==> src/rtl/countdown_timer_clear_clock.sv <==
// Loadable down-counter with pause, auto-reload and a registered one-cycle expiry pulse.
// Latency: start at edge N enters RUN, first decrement at N+1, value V expires at edge N+V; no backpressure.
module countdown_timer_clear_clock #(
    parameter int WIDTH = 4
) (
    input  logic             clock,
    input  logic             clear,
    input  logic             load,
    input  logic [WIDTH-1:0] load_value,
    input  logic             start,
    input  logic             pause,
    input  logic             auto_reload,
    output logic [WIDTH-1:0] Q,
    output logic             busy,
    output logic             done,
    output logic             zero
);

    typedef enum logic [1:0] {
        IDLE    = 2'd0,
        RUN     = 2'd1,
        PAUSED  = 2'd2,
        EXPIRED = 2'd3
    } state_t;

    localparam logic [WIDTH-1:0] ONE = {{(WIDTH-1){1'b0}}, 1'b1};

    state_t           state;
    logic [WIDTH-1:0] reload_reg;

    always_ff @(posedge clock) begin
        if (clear) begin
            Q          <= '0;
            reload_reg <= '0;
            state      <= IDLE;
            done       <= 1'b0;
        end else begin
            done <= 1'b0;
            case (state)
                IDLE: begin
                    if (load) begin
                        Q          <= load_value;
                        reload_reg <= load_value;
                    end else if (start) begin
                        if (Q != '0) begin
                            state <= RUN;
                        end else begin
                            state <= EXPIRED;
                            done  <= 1'b1;
                        end
                    end
                end
                EXPIRED: begin
                    if (load) begin
                        Q          <= load_value;
                        reload_reg <= load_value;
                        state      <= IDLE;
                    end else if (start) begin
                        if (reload_reg != '0) begin
                            Q     <= reload_reg;
                            state <= RUN;
                        end else begin
                            done <= 1'b1;
                        end
                    end
                end
                RUN: begin
                    if (pause) begin
                        state <= PAUSED;
                    end else if (Q > ONE) begin
                        Q <= Q - ONE;
                    end else if (auto_reload && reload_reg != '0) begin
                        // Periodic mode jumps straight from 1 back to the reload value, so Q never shows 0.
                        Q    <= reload_reg;
                        done <= 1'b1;
                    end else begin
                        Q     <= '0;
                        done  <= 1'b1;
                        state <= EXPIRED;
                    end
                end
                PAUSED: begin
                    if (!pause) begin
                        state <= RUN;
                    end
                end
                default: state <= IDLE;
            endcase
        end
    end

    assign busy = (state == RUN) || (state == PAUSED);
    assign zero = (Q == '0);

endmodule
==> config.mk <==
export PLATFORM = sky130hd
export DESIGN_NAME = countdown_timer_clear_clock
export DESIGN_NICKNAME = d
export VERILOG_FILES = /design/src/rtl/countdown_timer_clear_clock.sv
export SDC_FILE = /design/constraint.sdc
export NUM_CORES = 1
export LEC_CHECK = 0
export CAP_MARGIN = 30
export CORE_MARGIN = 2
export CORE_UTILIZATION = 36
export CTS_CLUSTER_SIZE = 25
export DETAILED_ROUTE_END_ITERATION = 6
export PLACE_DENSITY_LB_ADDON = 0.1
export SETUP_SLACK_MARGIN = 0.3
export SKIP_LAST_GASP = 1
export SLEW_MARGIN = 20
export SYNTH_ARGS = -nofsm -noshare
export SYNTH_HDL_FRONTEND = slang
export SYNTH_SLANG_ARGS = --single-unit
==> constraint.sdc <==
create_clock -name clock -period 2.85 [get_ports clock]
set_input_delay 0.57 -clock clock [delete_from_list [all_inputs] [get_ports clock]]
set_output_delay 0.57 -clock clock [all_outputs]
set_load 0.02 [all_outputs]
==> Implementation_results.wiki, run 1 <==
{| class="wikitable"
! Metric !! Value
|-
| Most common cell after layout, fill and taps aside || clkdlybuf4s50_1
|-
| Total of endpoints with negative setup slack in the final report || 0
|-
| All-Layer GR Usage || 0.1632
|-
| Core Footprint || around 0.0022 mm2
|-
| Max_cap viols || 0
|-
| CTS hold repair buffers || 0
|-
| Number of global-route vias before repair || 677
|-
| Placed wire-length estimate || 1.497 mm
|-
| TritonCTS clock tree || yes
|-
| Post-DRT Antenna Nets || 0
|-
| Worst-skew pair later-pin latency || 270 ps
|-
| Worst Max-Slew Pin Slew || between 600 and 700 ps
|-
| R2R Path Start || state[1]
|-
| Endpoint of the worst setup timing path || zero
|-
| Buffering stage count on the worst path with inverters included || 1
|-
| DR vias || ~770
|-
| Part of the Yosys area used for sequential elements || 0.2675
|-
| CTS HTree Levels || 1
|-
| Leak pwr || between 0.3 and 0.4 nW
|-
| Starting density of the core || 0.3758
|-
| Number of gates on the worst path with buffers counted || 3
|-
| Layout cell share with drive strength beyond 1 || 0.08182
|-
| CP top delay family || buffers and inverters
|-
| Post-Place Setup Slack || 610.9 ps
|-
| Global-route congestion overflow total || 0
|-
| Setup repair after global routing missed its margin || false
|-
| Clock sink count || 11
|-
| Critical Path Fanout Max || 9
|-
| Util after Layout || 0.4717
|-
| WL/cell || ~14 um
|-
| Sequence of cells on the critical path || nor2_1 > and2_1 > clkdlybuf4s50_1
|-
| Data arrival time of the critical path || around 1700 ps
|-
| Setup Crit Path Kind || flip-flop to output pin
|-
| Setup clock skew after layout || approximately 5.6 ps
|-
| Aggregate routed wire length || roughly 1.9 mm
|-
| Non-filler cells, final || ~140
|-
| Clock period minus worst slack || roughly 2300 ps
|-
| Non-Filler Cell Area, Final || around 0.0010 mm2
|-
| Internal reg-to-reg setup slack || between 900 and 1000 ps
|-
| Die span in y || ~52 um
|-
| Final cycle utilization of the critical path || 0.8111
|-
| NumNets Final || 130
|-
| Number of design rule violations left after detail routing || 0
|-
| Required time of the critical path || ~2300 ps
|-
| Count of cells along the worst register-to-register path || 6
|-
| Nature of the critical path endpoint || output pin
|-
| Overall die area || 0.002685 mm2
|-
| Number of buffers on the longest clock path || 2
|-
| Number of top-level pins || 17
|-
| Largest net degree at the start of global routing || 12
|-
| # rows || 17
|-
| Final Total Pwr || between 1 and 1.5 mW
|-
| Max-slew violation count || 0
|-
| Syn-to-layout area delta || 25.53%
|-
| Number of buffers inserted during clock tree synthesis || 3
|-
| Worst reg2reg path endpoint || Q[2]
|-
| Setup ws final || approximately 540 ps
|-
| Register area || 220.2 um2
|-
| Highest-count cells in the layout ignoring fill and taps || clkdlybuf4s50_1 (16), dfxtp_1 (11), ha_1 (9), nor2_1 (8), inv_1 (7)
|-
| Cts repair resizes || 0
|-
| Worst IR Drop VDD || ~0.43 mV
|-
| Number of endpoints with negative hold slack in the final report || 0
|-
| Total of warnings raised by yosys || 0
|-
| Number of antenna cells inserted || 0
|-
| Detailed-routing iteration count for the pre-antenna-repair pass || 5
|-
| Sort of element at the start of the critical path || flip-flop
|-
| Count of unique library cells instantiated by Yosys || 34
|-
| Initial drt markers || between 40 and 50
|-
| Status || finished, final reports clean
|-
| Placed instance count || about 130
|-
| Worst-case headroom to the max-slew limit || 0.5712
|-
| HP Class || flip-flop to flip-flop
|-
| Total setup buffers inserted after CTS || 0
|-
| Die W || 51.82 um
|-
| Root Buffer Master || clkbuf_4
|-
| Max stage delay cell, worst path || clkdlybuf4s50_1
|-
| Synthesized flop and latch total || 11
|-
| Origin of the worst setup path || Q[2]
|-
| Footprint of the multi-input gates || 565.5 um2
|-
| Port bufs || 16
|-
| Mapped Area || approximately 820 um2
|-
| Clock slew at the register clock pins of the worst setup and hold paths || 70 ps
|-
| Fin Hold WS || between 500 and 600 ps
|-
| Avg Synthesized Cell Area || 8.853 um2
|-
| Final total negative setup slack || 0 ps
|-
| Fmax || ~430 MHz
|-
| Number of antenna violations at the first check in global routing || 0
|-
| Power density over the cells || between 900 and 1000 mW/mm2
|-
| Count of mapped cells out of synthesis || 93
|-
| Net Count, Synth || 112
|-
| Drt via density || 5.594
|-
| Count of filler cells inserted in the layout || roughly 200
|-
| Placed Area || 0.001007 mm2
|-
| Delay of the slowest cell on the worst path || 590 ps
|-
| Final weighted congestion of routability-driven global placement || approximately 0.84
|-
| Wire length of the first global-routing pass || between 3 and 4 mm
|}
## cells in the mapped netlist (all sizes together)
| cell | n | area share |
|---|---|---|
| a2111oi | 1 | 0.011 |
| a211oi | 4 | 0.036 |
| a21boi | 1 | 0.0091 |
| a21o | 1 | 0.018 |
| a21oi | 6 | 0.036 |
| a221oi | 1 | 0.011 |
| a222oi | 2 | 0.024 |
| a22oi | 3 | 0.027 |
| a311oi | 2 | 0.036 |
| a31oi | 1 | 0.0076 |
| a41o | 1 | 0.012 |
| and2 | 2 | 0.018 |
| and3 | 1 | 0.0076 |
| clkbuf | 3 | 0.014 |
| dfxtp | 11 | 0.27 |
| ha | 9 | 0.14 |
| inv | 7 | 0.032 |
| mux2i | 4 | 0.049 |
| nand2 | 4 | 0.018 |
| nand2b | 2 | 0.015 |
| nand3 | 1 | 0.0061 |
| nand3b | 1 | 0.0091 |
| nand4 | 1 | 0.0076 |
| nor2 | 8 | 0.036 |
| nor2b | 5 | 0.038 |
| o211ai | 1 | 0.0091 |
| o21ai | 3 | 0.018 |
| o31a | 2 | 0.021 |
| o41a | 1 | 0.014 |
| o41ai | 2 | 0.030 |
| or4 | 2 | 0.023 |
## power by group
part	switching, mW	internal (mW)
sequential	0.0759	0.206
clock	0.0543	0.0543
combinational	0.340	0.303
total	0.471	0.563
## cell families (layout without fill, tap and decap cells)
logic type,Yosys count,after routing,synth area share
buffers and inverters,10,27,0.04560
multiplexers,4,4,0.04863
adder cells (fa/ha/maj),9,9,0.1368
AO/OA/AOI/OAI,32,32,0.3222
flip-flops,11,11,0.2675
AND/OR/NAND/NOR,27,27,0.1793
## worst min-delay path by stage
stage,from,end,slack (ps),cells past startpoint
6_report,reload_reg[1],reload_reg[1],550,2
5_1_grt,reload_reg[2],reload_reg[2],620,2
3_3_place_gp,reload_reg[1],reload_reg[1],550,2
3_5_place_dp,reload_reg[1],reload_reg[1],540,2
2_1_floorplan,reload_reg[0],reload_reg[0],510,2
4_1_cts,reload_reg[1],reload_reg[1],560,2
## worst reg2reg max path, stage by stage, from the launching register on
cell	delay, ps
dfxtp_1	390
inv_1	110
ha_1	220
nor2b_1	140
a211oi_1	560
a21oi_1	170
a311oi_2	250
## final cells by class
cell class                 instances  area share
sequential                        11      0.2131
timing repair buffer              16      0.1550
multi-input combinational         72      0.5472
inverter                           7     0.02542
tap                               28     0.03390
clock buffer                       4     0.02542
## layer usage
metal,track usage,up-vias,share of wire
met5,0,-,0
met4,0.03947,0,0.0062
met3,0.06322,2,0.071
met2,0.2511,28,0.45
met1,0.2127,352,0.47
li1,-,390,-
(Power assumes the default switching activity.)
==> run 2: changes to the inputs <==
==> constraint.sdc (replaced) <==
create_clock -name clock -period 2.05 [get_ports clock]
set_input_delay 0.41 -clock clock [delete_from_list [all_inputs] [get_ports clock]]
set_output_delay 0.41 -clock clock [all_outputs]
set_load 0.02 [all_outputs]
==> Implementation_results.wiki, run 2 (same netlist as run 1, synthesis figures left out) <==
{| class="wikitable"
! Metric !! Value
|-
| Setup ws final || 327.6 ps
|-
| R2R Path Start || reload_reg[3]
|-
| Count of filler cells inserted in the layout || between 200 and 250
|-
| NumNets Final || 134
|-
| Delay of the slowest cell on the worst path || between 400 and 500 ps
|-
| Final weighted congestion of routability-driven global placement || 0.8091
|-
| Die W || around 52 um
|-
| Post-DRT Antenna Nets || 0
|-
| Number of endpoints with negative hold slack in the final report || 0
|-
| CP top delay family || compound AO/OA/AOI/OAI gates
|-
| Largest net degree at the start of global routing || 12
|-
| All-Layer GR Usage || 0.1620
|-
| Placed wire-length estimate || around 1.5 mm
|-
| # rows || 17
|-
| Origin of the worst min-delay path || Q[1]
|-
| Global-route congestion overflow total || 0
|-
| Max_cap viols || 0
|-
| Count of cells along the worst register-to-register path || 4
|-
| Aggregate routed wire length || just over 2 mm
|-
| Worst-skew pair later-pin latency || between 200 and 300 ps
|-
| Fmax || a little under 600 MHz
|-
| Core Footprint || ~0.0022 mm2
|-
| Port bufs || 16
|-
| Data arrival time of the critical path || 1900 ps
|-
| Worst reg2reg path endpoint || state[0]
|-
| Number of buffers on the longest clock path || 2
|-
| Number of cells on the worst hold path || 2
|-
| Status || finished, final reports clean
|-
| Final cycle utilization of the critical path || 0.8402
|-
| Starting density of the core || 0.3758
|-
| Post-Place Setup Slack || around 140 ps
|-
| Sort of element at the start of the critical path || flip-flop
|-
| Setup clock skew after layout || 2.206 ps
|-
| Initial drt markers || 24
|-
| Register area || approximately 230 um2
|-
| Clock period minus worst slack || approximately 1700 ps
|-
| Overall die area || 0.002685 mm2
|-
| DR vias || between 700 and 800
|-
| Sequence of cells on the critical path || o41a_1 > o41ai_2 > nand3_1 > a221oi_2
|-
| Drt via density || roughly 5.6
|-
| Number of top-level pins || 17
|-
| Root Buffer Master || clkbuf_4
|-
| Highest-count cells in the layout ignoring fill and taps || clkdlybuf4s50_1 (12), dfxtp_1 (8), nor2_1 (7)
|-
| Number of antenna violations at the first check in global routing || 0
|-
| Syn-to-layout area delta || 32.83%
|-
| CTS hold repair buffers || 0
|-
| Internal reg-to-reg setup slack || roughly 330 ps
|-
| Placed Area || 0.001040 mm2
|-
| Number of design rule violations left after detail routing || 0
|-
| Worst-case headroom to the max-slew limit || 0.6164
|-
| Critical Path Fanout Max || 5
|-
| Nature of the critical path endpoint || flip-flop
|-
| Setup repair after global routing missed its margin || true
|-
| Leak pwr || around 0.43 nW
|-
| Footprint of the multi-input gates || 595.6 um2
|-
| Hold Crit Endpoint || Q[1]
|-
| Setup Crit Path Kind || flip-flop to flip-flop
|-
| WL/cell || around 14 um
|-
| Wire length of the first global-routing pass || roughly 3.2 mm
|-
| CTS HTree Levels || 1
|-
| Power density over the cells || between 1000 and 1500 mW/mm2
|-
| Detailed-routing iteration count for the pre-antenna-repair pass || 4
|-
| Most common cell after layout, fill and taps aside || clkdlybuf4s50_1
|-
| Number of global-route vias before repair || a little under 700
|-
| Required time of the critical path || around 2200 ps
|-
| Non-Filler Cell Area, Final || 0.001094 mm2
|-
| Number of antenna cells inserted || 0
|-
| Layout cell share with drive strength beyond 1 || 0.2281
|-
| Worst Max-Slew Pin Slew || around 570 ps
|-
| Buffering stage count on the worst path with inverters included || 0
|-
| HP Class || flip-flop to flip-flop
|-
| Clock sink count || 11
|-
| Clock slew at the register clock pins of the worst setup and hold paths || 70 ps
|-
| Total of endpoints with negative setup slack in the final report || 0
|-
| Max-slew violation count || 0
|-
| Number of buffers inserted during clock tree synthesis || 3
|-
| Final total negative setup slack || 0 ps
|-
| Max stage delay cell, worst path || o41a_1
|-
| Die span in y || a little over 50 um
|-
| Worst IR Drop VDD || roughly 0.65 mV
|-
| TritonCTS clock tree || yes
|}
## run 2: where the power goes
group	switching [mW]	total (mW)	internal, mW
Combinational	0.562	1.02	0.461
Sequential	0.0656	0.359	0.293
Clock	0.0727	0.148	0.0754
Total	0.700	1.53	0.830
## run 2: tightest hold or removal path, cell delays in order (launching register included)
cell and delay (ps):
dfxtp_2 340, a21oi_1 120, a211oi_1 50
## run 2: repair_timing
item	CTS	global route
pin swaps	0	3
gates resized for setup	9	13
buffers inserted	0	0
setup endpoints to repair	7	7
endpoints found under the hold margin	0	0
## run 2: routing by layer
layer	global-route usage	wire length, um	up-vias
li1	-	-	395
met1	0.2007	891	375
met2	0.2595	996	25
met3	0.05747	114	2
met4	0.05263	17	0
met5	0	0	-
## run 2: how the worst max path moves through the flow
stage               cells after the start          start  endpoint  slack, ps
floorplan                               6           Q[0]      Q[3]        360
global placement                        5    auto_reload      Q[0]        130
detailed placement                      4           load  state[0]        140
CTS                                     4           Q[0]      zero        270
global route                            4  reload_reg[3]  state[0]        250
finish                                  4  reload_reg[3]  state[0]        330
## run 2: final cells by class
class                      instances  share of cell area
tap                               28             0.03204
multi-input combinational         72              0.5446
timing repair buffer              20              0.1682
inverter                           7             0.02403
sequential                        11              0.2071
clock buffer                       4             0.02403
## run 2: per-stage QoR
step             util  instances  hold slack (ps)  total power, mW
2_1_floorplan       -         93            509.4            1.013
3_3_place_gp   0.4746        138            547.0            1.354
3_5_place_dp   0.4746        138            545.9            1.350
4_1_cts        0.4900        142            553.8            1.490
5_1_grt        0.4991        142            576.9            1.655
6_report       0.4991        142            551.0            1.530
